--- config.mk ---
export PLATFORM = sky130hd
export DESIGN_NAME = ram_arbiter
export DESIGN_NICKNAME = d
export VERILOG_FILES = /design/src/rtl/ram_arbiter_pkg.sv /design/src/rtl/ram_arbiter_rr_pick.sv /design/src/rtl/ram_arbiter.sv
export SDC_FILE = /design/constraint.sdc
export NUM_CORES = 1
export LEC_CHECK = 0
export ABC_AREA = 0
export CORE_AREA = 2 2 119 121
export CTS_BUF_LIST = sky130_fd_sc_hd__clkbuf_16
export DETAILED_ROUTE_END_ITERATION = 16
export DIE_AREA = 0 0 121 123
export MAX_ROUTING_LAYER = met4
export SLEW_MARGIN = 0
export SYNTH_ARGS = -nofsm -noshare
export SYNTH_HDL_FRONTEND = slang
export SYNTH_HIERARCHICAL = 1
export SYNTH_SLANG_ARGS = --single-unit
export TNS_END_PERCENT = 50
--- constraint.sdc ---
create_clock -name Clock -period 2.5 [get_ports Clock]
set_clock_uncertainty 0.15 [all_clocks]
set_input_delay 0.75 -clock Clock [delete_from_list [all_inputs] [get_ports Clock]]
set_output_delay 0.75 -clock Clock [all_outputs]
set_load 0.05 [all_outputs]
--- src/rtl/ram_arbiter_pkg.sv ---
// Shared definitions for the two-port RAM arbiter: one-hot state encoding and port count.
package ram_arbiter_pkg;

  localparam int NUM_PORTS = 2;

  typedef enum logic [2:0] {
    IDLE   = 3'b001,
    GRANT0 = 3'b010,
    GRANT1 = 3'b100
  } arb_state_t;

endpackage

--- src/rtl/ram_arbiter_rr_pick.sv ---
// Round-robin pick between two requesters; on contention the port that was not granted last wins.
module ram_arbiter_rr_pick (
  input  logic req0,
  input  logic req1,
  input  logic last,
  output logic pick,
  output logic valid
);

  always_comb begin
    valid = req0 | req1;
    if (req0 && req1) pick = ~last;
    else              pick = req1;
  end

endmodule

--- src/rtl/ram_arbiter.sv ---
// Shares one RAM port between the instruction cache (port 0) and data cache (port 1),
// holding the grant for the owner's whole request window, write-back plus fill included.
module ram_arbiter
  import ram_arbiter_pkg::*;
#(
  parameter bit STARTPORT = 1'b0
) (
  input  logic                 Clock,
  input  logic                 Reset,
  input  logic                 Schreiben0,
  input  logic                 Schreiben1,
  input  logic                 Lesen0,
  input  logic                 Lesen1,
  input  logic [31:0]          Adresse0,
  input  logic [31:0]          Adresse1,
  input  logic [31:0]          SchreibDaten0,
  input  logic [31:0]          SchreibDaten1,
  output logic [31:0]          LesDaten0,
  output logic [31:0]          LesDaten1,
  output logic                 DatenGeschrieben0,
  output logic                 DatenGeschrieben1,
  output logic                 DatenGelesen0,
  output logic                 DatenGelesen1,
  input  logic [31:0]          RAMLesDaten,
  input  logic                 RAMDatenGeschrieben,
  input  logic                 RAMDatenGelesen,
  output logic                 RAMSchreiben,
  output logic                 RAMLesen,
  output logic [31:0]          RAMAdresse,
  output logic [31:0]          RAMSchreibDaten,
  output logic [NUM_PORTS-1:0] Grant
);

  arb_state_t state, state_next;
  logic       last;
  logic       req0, req1;
  logic       pick, pick_valid;
  logic       own0, own1;

  assign req0 = Schreiben0 | Lesen0;
  assign req1 = Schreiben1 | Lesen1;

  ram_arbiter_rr_pick u_rr_pick (
    .req0  (req0),
    .req1  (req1),
    .last  (last),
    .pick  (pick),
    .valid (pick_valid)
  );

  always_comb begin
    state_next = state;
    unique case (state)
      GRANT0:  if (!req0) state_next = !pick_valid ? IDLE : (pick ? GRANT1 : GRANT0);
      GRANT1:  if (!req1) state_next = !pick_valid ? IDLE : (pick ? GRANT1 : GRANT0);
      IDLE:    if (pick_valid) state_next = pick ? GRANT1 : GRANT0;
      default: state_next = IDLE;
    endcase
  end

  always_ff @(posedge Clock) begin
    if (Reset) begin
      state <= IDLE;
      last  <= ~STARTPORT;
    end else begin
      state <= state_next;
      if (state_next == GRANT0)      last <= 1'b0;
      else if (state_next == GRANT1) last <= 1'b1;
    end
  end

  assign own0  = (state == GRANT0);
  assign own1  = (state == GRANT1);
  assign Grant = {own1, own0};

  assign RAMSchreiben    = (own0 & Schreiben0) | (own1 & Schreiben1);
  assign RAMLesen        = (own0 & Lesen0)     | (own1 & Lesen1);
  assign RAMAdresse      = ({32{own0}} & Adresse0)      | ({32{own1}} & Adresse1);
  assign RAMSchreibDaten = ({32{own0}} & SchreibDaten0) | ({32{own1}} & SchreibDaten1);

  // Acks seen during a reset cycle belong to an aborted transaction and are dropped.
  assign DatenGeschrieben0 = own0 & RAMDatenGeschrieben & ~Reset;
  assign DatenGeschrieben1 = own1 & RAMDatenGeschrieben & ~Reset;
  assign DatenGelesen0     = own0 & RAMDatenGelesen & ~Reset;
  assign DatenGelesen1     = own1 & RAMDatenGelesen & ~Reset;
  assign LesDaten0         = own0 ? RAMLesDaten : 32'd0;
  assign LesDaten1         = own1 ? RAMLesDaten : 32'd0;

endmodule

=== After elaboration in Yosys (flattened, before gate mapping) ===
Index checks and enable logic that the tools add are counted.

* Shift-type cells: 0
* Reduce and logical (&&, ||, !) cells: 2
* Add/subtract/negate cells: 0
* Div/mod/pow operators: 0
* Mux-type cells: 11
* Equal/unequal tests: 5
* $lt $le $gt $ge: 0
* Bitwise logic cells: 25
* Multiply operators: 0

{| class="wikitable"
|+ Operator list
! kind !! number
|-
| AND 32 bit || 4
|-
| two-way mux 32 bit || 2
|-
| bitwise OR 32 bit || 2
|-
| two-way mux 3 bit || 5
|-
| AND 1 bit || 12
|-
| case mux 3 bit (3 select lines) || 1
|-
| equality test 3 x 2 -> 1 bit (second input constant) || 2
|-
| equality test 3 bit (second input constant) || 2
|-
| bitwise OR 1 bit || 5
|-
| equality test 3 x 1 -> 1 bit (second input constant) || 1
|-
| two-way mux 1 bit || 3
|-
| inverter 1 bit || 2
|-
| nonzero test 2 bit || 1
|-
| logical AND 1 bit || 1
|}

* Latch bits: 0
* Bits of input ports: 168
* Memories kept: 0
* Logic and storage cells: 45
* RAM bits: 0
* Output and inout port bits: 136
* Memory bits (read-only): 0
* Register bits: 4

=== Depth between registers and ports, before layout ===
Gate-level depths: netlist of run 1.

* Depth in word-level cells: 10
* Mapped depth: 7
* Depth with buffers taken out: 7

=== Cells and area by module ===
The synthesis of run 1 kept the hierarchy.

{| class="wikitable"
|+ Modules (own cells, without submodules)
! module !! area an instance (um^2) !! seq. area each (um^2) !! cells an instance !! instances
|-
| ram_arbiter || 1395.1 || 80.1 || 188 || 1
|-
| ram_arbiter_rr_pick || 13.8 || 0.0 || 2 || 1
|}

=== Least setup slack after synthesis of run 1 ===
OpenSTA, ideal clock, no wires.

* Path kind: input-to-output
* From: input port Reset
* To: output port DatenGelesen0
* Stages: 2
* Data required time: 1.600 ns
* Arrival time: 2.081 ns
* Setup slack: -0.481 ns
* Path through: buf_1 -> nor3b_1

* Word-level cells in the longest chain between the ends: 2

{| class="wikitable"
|+ RTL lines
! what !! line !! source
|-
| from (decl) || ram_arbiter.sv:9 || <nowiki>input logic Reset,</nowiki>
|-
| inverter 1 bit || ram_arbiter.sv:84 || <nowiki>assign DatenGelesen0 = own0 & RAMDatenGelesen & ~Reset;</nowiki>
|-
| AND 1 bit || ram_arbiter.sv:84 ||
|-
| to (decl) || ram_arbiter.sv:22 || <nowiki>output logic DatenGelesen0,</nowiki>
|}

No other way between the ends.

=== Final worst setup path of run 1 ===
* From: register state[1]
* To: output port DatenGeschrieben1

* Word-level cells in the longest chain between the ends: 3

{| class="wikitable"
|+ RTL lines
! what !! line !! source
|-
| from (decl) || ram_arbiter.sv:34 || <nowiki>arb_state_t state, state_next;</nowiki>
|-
| from (signal assigned) || ram_arbiter.sv:66 || <nowiki>state <= state_next;</nowiki>
|-
| equality test 3 bit || ram_arbiter.sv:73 || <nowiki>assign own1 = (state == GRANT1);</nowiki>
|-
| AND 1 bit (2 in a row) || ram_arbiter.sv:83 || <nowiki>assign DatenGeschrieben1 = own1 & RAMDatenGeschrieben & ~Reset;</nowiki>
|-
| to (decl) || ram_arbiter.sv:21 || <nowiki>output logic DatenGeschrieben1,</nowiki>
|}

No other way between the ends.

==> results of run 1 <==
## final cells by class
class | instances | share of cell area
repair buffers | 354 | 0.701
multi-input cells | 158 | 0.242
flip-flops and latches | 4 | 0.0112
well taps | 180 | 0.0302
clock buffers | 3 | 0.0101
inverters | 3 | 0.00319
repair inverters | 1 | 0.00218
## through the flow
stage               hold slack, ps  setup slack (ps)  setup TNS [ps]  utilization  area (µm²)
finish                         375             -60.5           -1980        0.548        7450
global placement               350              -109            -320        0.449        6120
global route                   381             -99.9           -7440        0.548        7450
floorplan                      337              -481            -962            -        1410
detailed placement             367             -98.5            -426        0.449        6120
CTS                            375              -114           -8190        0.480        6530
## Yosys cell counts, types with 2 or more instances
library cell  instances
a22o_1               66
and2_1               64
clkbuf_1              9
buf_4                 8
nor2_1                5
dfxtp_1               4
buf_2                 3
nor3b_1               3
and3b_1               2
buf_6                 2
clkbuf_2              2
inv_1                 2
o21ai_0               2
or2_1                 2
## report_power, final
part / internal (µW) / leakage, µW / switching (µW)
Combinational: 2000 / 0.00313 / 1780
Sequential: 95.5 / 0.0000338 / 26.6
Clock: 204 / 0.0000370 / 46.1
## flip-flops by register name (all words and copies together) (netlist names)
| name | cells |
|---|---|
| last | 1 |
| state | 3 |
## placed cells by master (no fill, tap or decap), types with 3 or more instances in the layout
cell / synthesis / layout
a22o_1: 66 / 14
dlymetal6s2s_1: 0 / 5
and2_4: 0 / 64
dlygate4sd2_1: 0 / 5
buf_6: 2 / 4
clkdlybuf4s50_1: 0 / 157
nor2_1: 5 / 5
buf_16: 0 / 3
buf_4: 8 / 16
buf_8: 0 / 9
clkbuf_16: 0 / 15
buf_12: 0 / 143
dfxtp_2: 0 / 3
a22o_4: 0 / 52
## kinds of logic (layout without fill, tap and decap cells)
group                     after synthesis  count (layout)  synth area share
xor gates and xnor gates                1               1           0.00622
AOI/OAI and AO/OA                      76              76             0.459
and+or+nand+nor                        81              81             0.367
DFF                                     4               4            0.0568
buffers and inverters                  28             361             0.111
## worst min-delay path: stages, from the launching register on
cell	delay [ps]
dfxtp_1	300
nor2_1	100
a21oi_1	70
## metal layers
metal | global-route usage | vias to the layer above
met5 | - | -
met4 | 0.0182 | 0
met3 | 0.0295 | 11
met2 | 0.271 | 175
met1 | 0.146 | 1371
li1 | - | 1386
## path summary, 6_finish.rpt
path,startpoint,to,slack (ps),cells past startpoint
max,state[1],DatenGeschrieben1,-60,7
min,last,last,370,2
max reg2reg,state[1],last,600,8
min reg2reg,last,last,370,2
## repair_timing
item / 4_1_cts / 5_1_grt
gates resized for setup: 58 / 110
gates cloned: 2 / 18
pin swaps: 16 / 47
setup endpoints to repair: 132 / 133
setup buffers: 4 / 8
==> impl_metrics.env, run 1 <==
export IMPL_viasPerCell=4.19
export IMPL_antenna_found_initial=0
export IMPL_grt_pass1_wl_mm=15.9
export IMPL_synth_top_area_frac=0.410
export IMPL_dp_final_hpwl_mm=9.06
export IMPL_grt_max_degree=32
export IMPL_ir_drop_mv=0.336
export IMPL_fp_row_count=43
export IMPL_fin_crit_sh=1.02
export IMPL_critPathBufInv=5
export IMPL_synth_async_reset_ratio=0
export IMPL_synth_top_cell_by_area="a22o_1"
export IMPL_synth_area_um2=1410
export IMPL_clk_latency_ps=220
export IMPL_dr_pass1_iters=4
export IMPL_nFillCells=1117
export IMPL_finalNetCount=693
export IMPL_drive_above_1_share=0.610
export IMPL_cp_end_kind="output pin"
export IMPL_power_density_nw_per_um2=558
export IMPL_finalHoldViolCount=0
export IMPL_wl_met2_mm=7.21
export IMPL_crit_top_cell="buf_12"
export IMPL_wl_per_cell_um=19.3
export IMPL_status="finished, violations left"
export IMPL_synth_area_leaders="a22o_1 (41%), and2_1 (28%), dfxtp_1 (5.7%), buf_4 (4.3%), clkbuf_1 (2.4%)"
export IMPL_critPathTopFamily="buffers and inverters"
export IMPL_cts_reportedPaths_clkPinSlew_ps=30
export IMPL_finalPower_uw=4160
export IMPL_wl_met3_um=958
export IMPL_yosysWarnings=6
export IMPL_clock_sinks=4
export IMPL_dp_cells=670
export IMPL_die_w_um=121
export IMPL_synthCells=190
export IMPL_worstPathArrival_ps=1660
export IMPL_finalSetupViolations=82
export IMPL_start_kind="flop"
export IMPL_crit_chain="buf_6, nor3b_4, buf_12, clkbuf_16, buf_8, and3b_2, buf_12"
export IMPL_p_leak_uw=0.00320
export IMPL_seqCellArea_um2=83.8
export IMPL_cts_hold_buf=0
export IMPL_start_util=0.104
export IMPL_criticalPathCategory="flop to output pin"
export IMPL_drt_iter0_markers=49
export IMPL_slowest_stage="dfxtp_2"
export IMPL_grt_total_usage=0.139
export IMPL_grt_overflow_total=0
export IMPL_cts_root_buf="clkbuf_16"
export IMPL_timing_fmax_mhz=391
export IMPL_core_area_um2=13600
export IMPL_area_delta_synth_final_pct=429
export IMPL_antenna_cells=0
export IMPL_worst_slew_pin_slew_ps=458
export IMPL_synthDistinctLibCells=30
export IMPL_cp_max_fo=6
export IMPL_fin_crit_ps=2560
export IMPL_num_vias=2943
export IMPL_synth_ff_type="dfxtp_1"
export IMPL_synth_edf_count=0
export IMPL_drv_slew=0
export IMPL_ant_nets=0
export IMPL_die_h_um=123
export IMPL_cts_buffer_depth=2
export IMPL_dr_max_layer_used="met4"
export IMPL_hold_path_class="flop to flop"
export IMPL_ctsHtreeMaxLevel=1
export IMPL_critPathMaxStageDelay_ps=320
export IMPL_ys_ff_latch=4
export IMPL_multi_input_area_um2=1810
export IMPL_fin_ws_ps=-60.5
export IMPL_rsz0062_at_grt="yes"
export IMPL_cts_made_buffers=3
export IMPL_final_cells=703
export IMPL_synthesis_nets=358
export IMPL_crit_required_ps=1600
export IMPL_maxCapViolations=0
export IMPL_drc=0
export IMPL_synth_seq_area_share=0.0568
export IMPL_wl_mm=13.6
export IMPL_maxSlewHeadroom=0.690
export IMPL_gp_congestion=0.785
export IMPL_grt_pass1_vias=3052
export IMPL_postSynthAreaPerCell_um2=7.42
export IMPL_cts_tree="done"
export IMPL_drt_met1_wl_mm=5.27
export IMPL_ioPinCount=304
export IMPL_dieArea_um2=14900
export IMPL_violations="negative setup slack"
export IMPL_portBuffers=303
No activity file was read; power rests on OpenSTA's default activity.
==> inputs of run 2 (changes only) <==
- ABC_CLOCK_PERIOD_IN_PS: not set -> 2500
- CELL_PAD_IN_SITES_DETAIL_PLACEMENT: not set -> 0
- CELL_PAD_IN_SITES_GLOBAL_PLACEMENT: not set -> 2
- CORE_AREA: 2 2 119 121 -> not set
- CORE_UTILIZATION: not set -> 10
- DIE_AREA: 0 0 121 123 -> not set
- PLACE_DENSITY_LB_ADDON: not set -> 0.1
==> run 2 against run 1 <==
The flow still finishes with violations (negative setup slack). Clock-buffer cell count is the same. Worst hold slack lost 12 ps. Clock power is essentially flat. Cell count shrank 3.1%. First-iteration DRC count grew 31%. Sequential cell count is the same. Die area shrank 2.1%. Critical endpoint is now RAMAdresse[17].
==> impl_metrics.env, run 2 (same netlist as run 1, synthesis figures left out) <==
export IMPL_place_ws_ps=-113
export IMPL_cts_reportedPaths_clkPinSlew_ps=30
export IMPL_grt_pass1_wl_mm=16.3
export IMPL_dp_final_hpwl_mm=9.37
export IMPL_maxSlewHeadroom=0.743
export IMPL_die_w_um=121
export IMPL_ctsHtreeMaxLevel=1
export IMPL_hold_slack_ps=363
export IMPL_slowest_stage="dfxtp_2"
export IMPL_layout_common_cells="clkdlybuf4s50_1 (162), buf_12 (137), and2_4 (52)"
export IMPL_status="finished, violations left"
export IMPL_dr_pass1_iters=6
export IMPL_fin_ws_ps=-50.4
export IMPL_cts_made_buffers=3
export IMPL_drt_iter0_markers=64
export IMPL_core_area_um2=13800
export IMPL_cts_root_buf="clkbuf_16"
export IMPL_finalNetCount=671
export IMPL_multi_input_area_um2=1630
export IMPL_area_delta_synth_final_pct=391
export IMPL_layout_commonest_cell="clkdlybuf4s50_1"
export IMPL_num_vias=2826
export IMPL_cts_tree="done"
export IMPL_design_area_um2=6920
export IMPL_crit_top_cell="buf_12"
export IMPL_largest_register="state"
export IMPL_cp_end_kind="output pin"
export IMPL_grt_max_degree=46
export IMPL_pwr_share_clk=0.065
export IMPL_finalPower_uw=3860
export IMPL_antenna_found_initial=0
export IMPL_power_internal_uw=2100
export IMPL_hold_path_class="flop to flop"
export IMPL_worst_slew_pin_slew_ps=381
export IMPL_fp_row_count=43
export IMPL_fin_crit_ps=2550
export IMPL_crit_chain="buf_4, nor3b_4, buf_12, buf_16, a22o_1, buf_12"
export IMPL_p_leak_uw=0.00288
export IMPL_viasPerCell=4.15
export IMPL_placed_area_um2=6070
export IMPL_grt_total_usage=0.152
export IMPL_criticalPathCategory="flop to output pin"
export IMPL_start_kind="flop"
export IMPL_combPwrFrac=0.906
export IMPL_ant_nets=0
export IMPL_finish_utilization=0.500
export IMPL_power_density_nw_per_um2=558
export IMPL_antenna_cells=0
export IMPL_p_sw_frac=0.455
export IMPL_critPathMaxStageDelay_ps=310
export IMPL_drc=0
export IMPL_wl_mm=12.7
export IMPL_drv_slew=0
export IMPL_violations="negative setup slack"
export IMPL_clock_sinks=4
export IMPL_critPathBufInv=4
export IMPL_worstPathArrival_ps=1650
export IMPL_maxCapViolations=0
export IMPL_grt_overflow_total=0
export IMPL_sequentialPowerShare=0.029
export IMPL_timing_fmax_mhz=392
export IMPL_drive_above_1_share=0.533
export IMPL_top_regs="state (3), last (1)"
export IMPL_p_switching_uw=1760
export IMPL_portBuffers=303
export IMPL_largest_reg_flops=3
export IMPL_wl_per_cell_um=18.7
export IMPL_fin_crit_sh=1.02
export IMPL_cp_max_fo=23
export IMPL_clk_latency_ps=230
export IMPL_start_util=0.102
export IMPL_grt_pass1_vias=2784
export IMPL_die_h_um=121
export IMPL_finalSetupViolations=85
export IMPL_dieArea_um2=14600
export IMPL_ir_drop_mv=0.312
export IMPL_cts_buffer_depth=2
export IMPL_seqCellArea_um2=82.6
export IMPL_critPathTopFamily="buffers and inverters"
export IMPL_crit_required_ps=1600
export IMPL_finalHoldViolCount=0
export IMPL_nFillCells=1205
export IMPL_rsz0062_at_grt="yes"
export IMPL_gp_congestion=0.731
export IMPL_ioPinCount=304
[run 2: changes by cell type in the layout (fill, tap and decap cells not counted), sizes merged]
cell           previous run  this run
buf                     175       160
clkbuf                   15         8
dlygate4sd2               5         3
clkinv                    2         1
dlymetal6s2s              5         2
clkdlybuf4s50           157       162
inv                       2         3
[run 2: worst paths after layout]
kind         cells past startpoint  slack (ps)      from             end
max                              6         -50  state[1]  RAMAdresse[17]
min                              2         360      last            last
max reg2reg                      8         640  state[1]            last
min reg2reg                      2         360      last            last
[run 2: area by class of cell]
| class | count | share of cell area |
|---|---|---|
| repair buffers | 332 | 0.705 |
| multi-input cells | 158 | 0.235 |
| well taps | 180 | 0.0326 |
| flip-flops and latches | 4 | 0.0119 |
| clock buffers | 3 | 0.0109 |
| inverters | 3 | 0.00344 |
| repair inverters | 1 | 0.00127 |
[run 2: power by group through the flow]
| stage | sequential [µW] | clock (µW) | combinational [µW] |
|---|---|---|---|
| global placement | 109 | 0 | 3100 |
| global route | 116 | 261 | 3630 |
| CTS | 111 | 256 | 3280 |
| detailed placement | 109 | 0 | 3100 |
| finish | 111 | 251 | 3500 |
| floorplan | 117 | 0 | 1440 |
[run 2: routing by layer]
| metal | up-vias | track usage | wire [µm] |
|---|---|---|---|
| met3 | 9 | 0.0382 | 1020 |
| met4 | 0 | 0.0231 | 122 |
| li1 | 1334 | - | - |
| met1 | 1322 | 0.150 | 4410 |
| met5 | - | - | 0 |
| met2 | 161 | 0.302 | 7190 |
[run 2: worst register-to-register path: stages (launching register included)]
cell and delay [ps]:
dfxtp_2 320, inv_2 30, or3_4 440, clkinv_8 120
clkbuf_16 170, buf_4 120, a221oi_1 70, or2_1 250
a21oi_1 110
[run 2: stage by stage]
| stage | cells | setup TNS, ps |
|---|---|---|
| after floorplan | 190 | -962 |
| after global placement | 664 | -281 |
| after detailed placement | 664 | -413 |
| after CTS | 670 | -4600 |
| after global routing | 681 | -9250 |
| final | 681 | -1950 |
[run 2: what timing repair did]
item	4_1_cts	5_1_grt
pin swaps	26	31
endpoints found under the setup margin	133	134
resized for setup	63	52
hold buffers	0	0
buffers inserted	1	2
gates cloned	2	9
==> inputs of run 3 (changes only) <==
- ABC_CLOCK_PERIOD_IN_PS: 2500 -> 3300
- clock period: 2.5 -> 3.3 ns (I/O delays scaled with it)
==> run 3 against run 2 <==
The run now ends clean. First-iteration DRC count grew 38%. Combinational power decreased by 35%. Die area did not move. Worst setup slack gained 170 ps. Cell count decreased by 3.5%. Sequential cell count did not move. Sequential share of layout area is 0.13 points higher. Sequential power shrank 10%. Clock power is 24% lower. Largest cell class unchanged. Largest power group unchanged.
==> impl_metrics.env, run 3 (same netlist as run 1, synthesis figures left out) <==
export IMPL_largest_register="state"
export IMPL_largest_reg_flops=3
export IMPL_worst_slew_pin_slew_ps=384
export IMPL_fin_crit_sh=0.963
export IMPL_placed_area_um2=5960
export IMPL_dieArea_um2=14600
export IMPL_start_kind="primary input"
export IMPL_maxSlewHeadroom=0.741
export IMPL_grt_pass1_wl_mm=15.1
export IMPL_ant_nets=0
export IMPL_dp_cells=654
export IMPL_clk_latency_ps=230
export IMPL_layout_common_cells="clkdlybuf4s50_1 (167), buf_12 (138), a22o_1 (66)"
export IMPL_finalNetCount=647
export IMPL_combPwrFrac=0.886
export IMPL_dr_pass1_iters=5
export IMPL_die_w_um=121
export IMPL_cts_hold_buf=0
export IMPL_gp_congestion=0.718
export IMPL_layout_commonest_cell="clkdlybuf4s50_1"
export IMPL_wl_per_cell_um=16.5
export IMPL_ioPinCount=304
export IMPL_viasPerCell=3.98
export IMPL_ir_drop_mv=0.239
export IMPL_final_cells=657
export IMPL_area_delta_synth_final_pct=328
export IMPL_grt_total_usage=0.139
export IMPL_worstPathArrival_ps=2040
export IMPL_ctsHtreeMaxLevel=1
export IMPL_cts_resized_gates=0
export IMPL_core_area_um2=13800
export IMPL_grt_pass1_vias=2543
export IMPL_power_internal_uw=1330
export IMPL_criticalPathCategory="primary input to output pin"
export IMPL_crit_chain="clkdlybuf4s50_1, nor3b_1, buf_12"
export IMPL_wl_mm=10.8
export IMPL_rsz0062_at_grt="no"
export IMPL_crit_required_ps=2160
export IMPL_drv_slew=0
export IMPL_cts_buffer_depth=2
export IMPL_maxCapViolations=0
export IMPL_drive_above_1_share=0.312
export IMPL_cts_reportedPaths_clkPinSlew_ps=30
export IMPL_power_density_nw_per_um2=422
export IMPL_grt_overflow_total=0
export IMPL_top_regs="state (3), last (1)"
export IMPL_portBuffers=303
export IMPL_cp_end_kind="output pin"
export IMPL_hold_path_class="flop to flop"
export IMPL_sequentialPowerShare=0.039
export IMPL_critPathMaxStageDelay_ps=470
export IMPL_num_vias=2614
export IMPL_p_switching_uw=1220
export IMPL_pwr_share_clk=0.075
export IMPL_finalHoldViolCount=0
export IMPL_drc=0
export IMPL_antenna_cells=0
export IMPL_tns_ps=0
export IMPL_slowest_stage="clkdlybuf4s50_1"
export IMPL_design_area_um2=6030
export IMPL_clock_sinks=4
export IMPL_fp_row_count=43
export IMPL_cts_root_buf="clkbuf_16"
export IMPL_p_sw_frac=0.480
export IMPL_timing_fmax_mhz=315
export IMPL_status="completed"
export IMPL_hold_slack_ps=358
export IMPL_grt_max_degree=59
export IMPL_drt_iter0_markers=88
export IMPL_finalPower_uw=2550
export IMPL_cts_setup_buffers=0
export IMPL_start_util=0.102
export IMPL_fin_crit_ps=3180
export IMPL_dp_final_hpwl_mm=9.21
export IMPL_cts_made_buffers=3
export IMPL_antenna_found_initial=0
export IMPL_cp_max_fo=5
export IMPL_p_leak_uw=0.00237
export IMPL_die_h_um=121
export IMPL_cts_tree="done"
export IMPL_finalSetupViolations=0
export IMPL_worst_r2r_setup_slack_ps=1150
-- run 3: stage by stage --
step,util,setup slack (ps)
after global routing,0.436,11.2
after floorplan,-,-161
final,0.436,124
after detailed placement,0.431,140
after CTS,0.436,120
after global placement,0.431,172
-- run 3: layout make-up --
type	count	area (µm²)
multi-input cells	158	1180
flip-flops and latches	4	80.1
repair buffers	309	4460
fillers	1305	7790
inverters	3	11.3
well taps	180	225
clock buffers	3	75.1
-- run 3: final timing paths --
check / cells after the start / start / end
worst min register to register: 2 / last / last
worst max-delay path: 3 / Reset / DatenGelesen0
worst min-delay path: 2 / last / last
worst max register to register: 7 / state[1] / last
-- run 3: routing by layer --
metal  share of wire  track usage  vias to the layer above
li1                -            -                     1279
met1            0.34        0.135                     1165
met2            0.57        0.285                      166
met3           0.087       0.0330                        4
met4          0.0047       0.0108                        0
met5               0            -                        -
-- run 3: worst max-delay path: cells and delay by family --
kind | cells | cell delay (ps)
buffers and inverters | 2 | 660
AND/OR/NAND/NOR | 1 | 390
-- run 3: power by group through the flow --
stage / Clock (µW) / Sequential, µW / Combinational [µW]
final: 190 / 99.8 / 2260
after global routing: 196 / 106 / 2340
after CTS: 192 / 99.4 / 2280
after detailed placement: 0 / 101 / 2280
after global placement: 0 / 100 / 2280
after floorplan: 0 / 88.7 / 1090
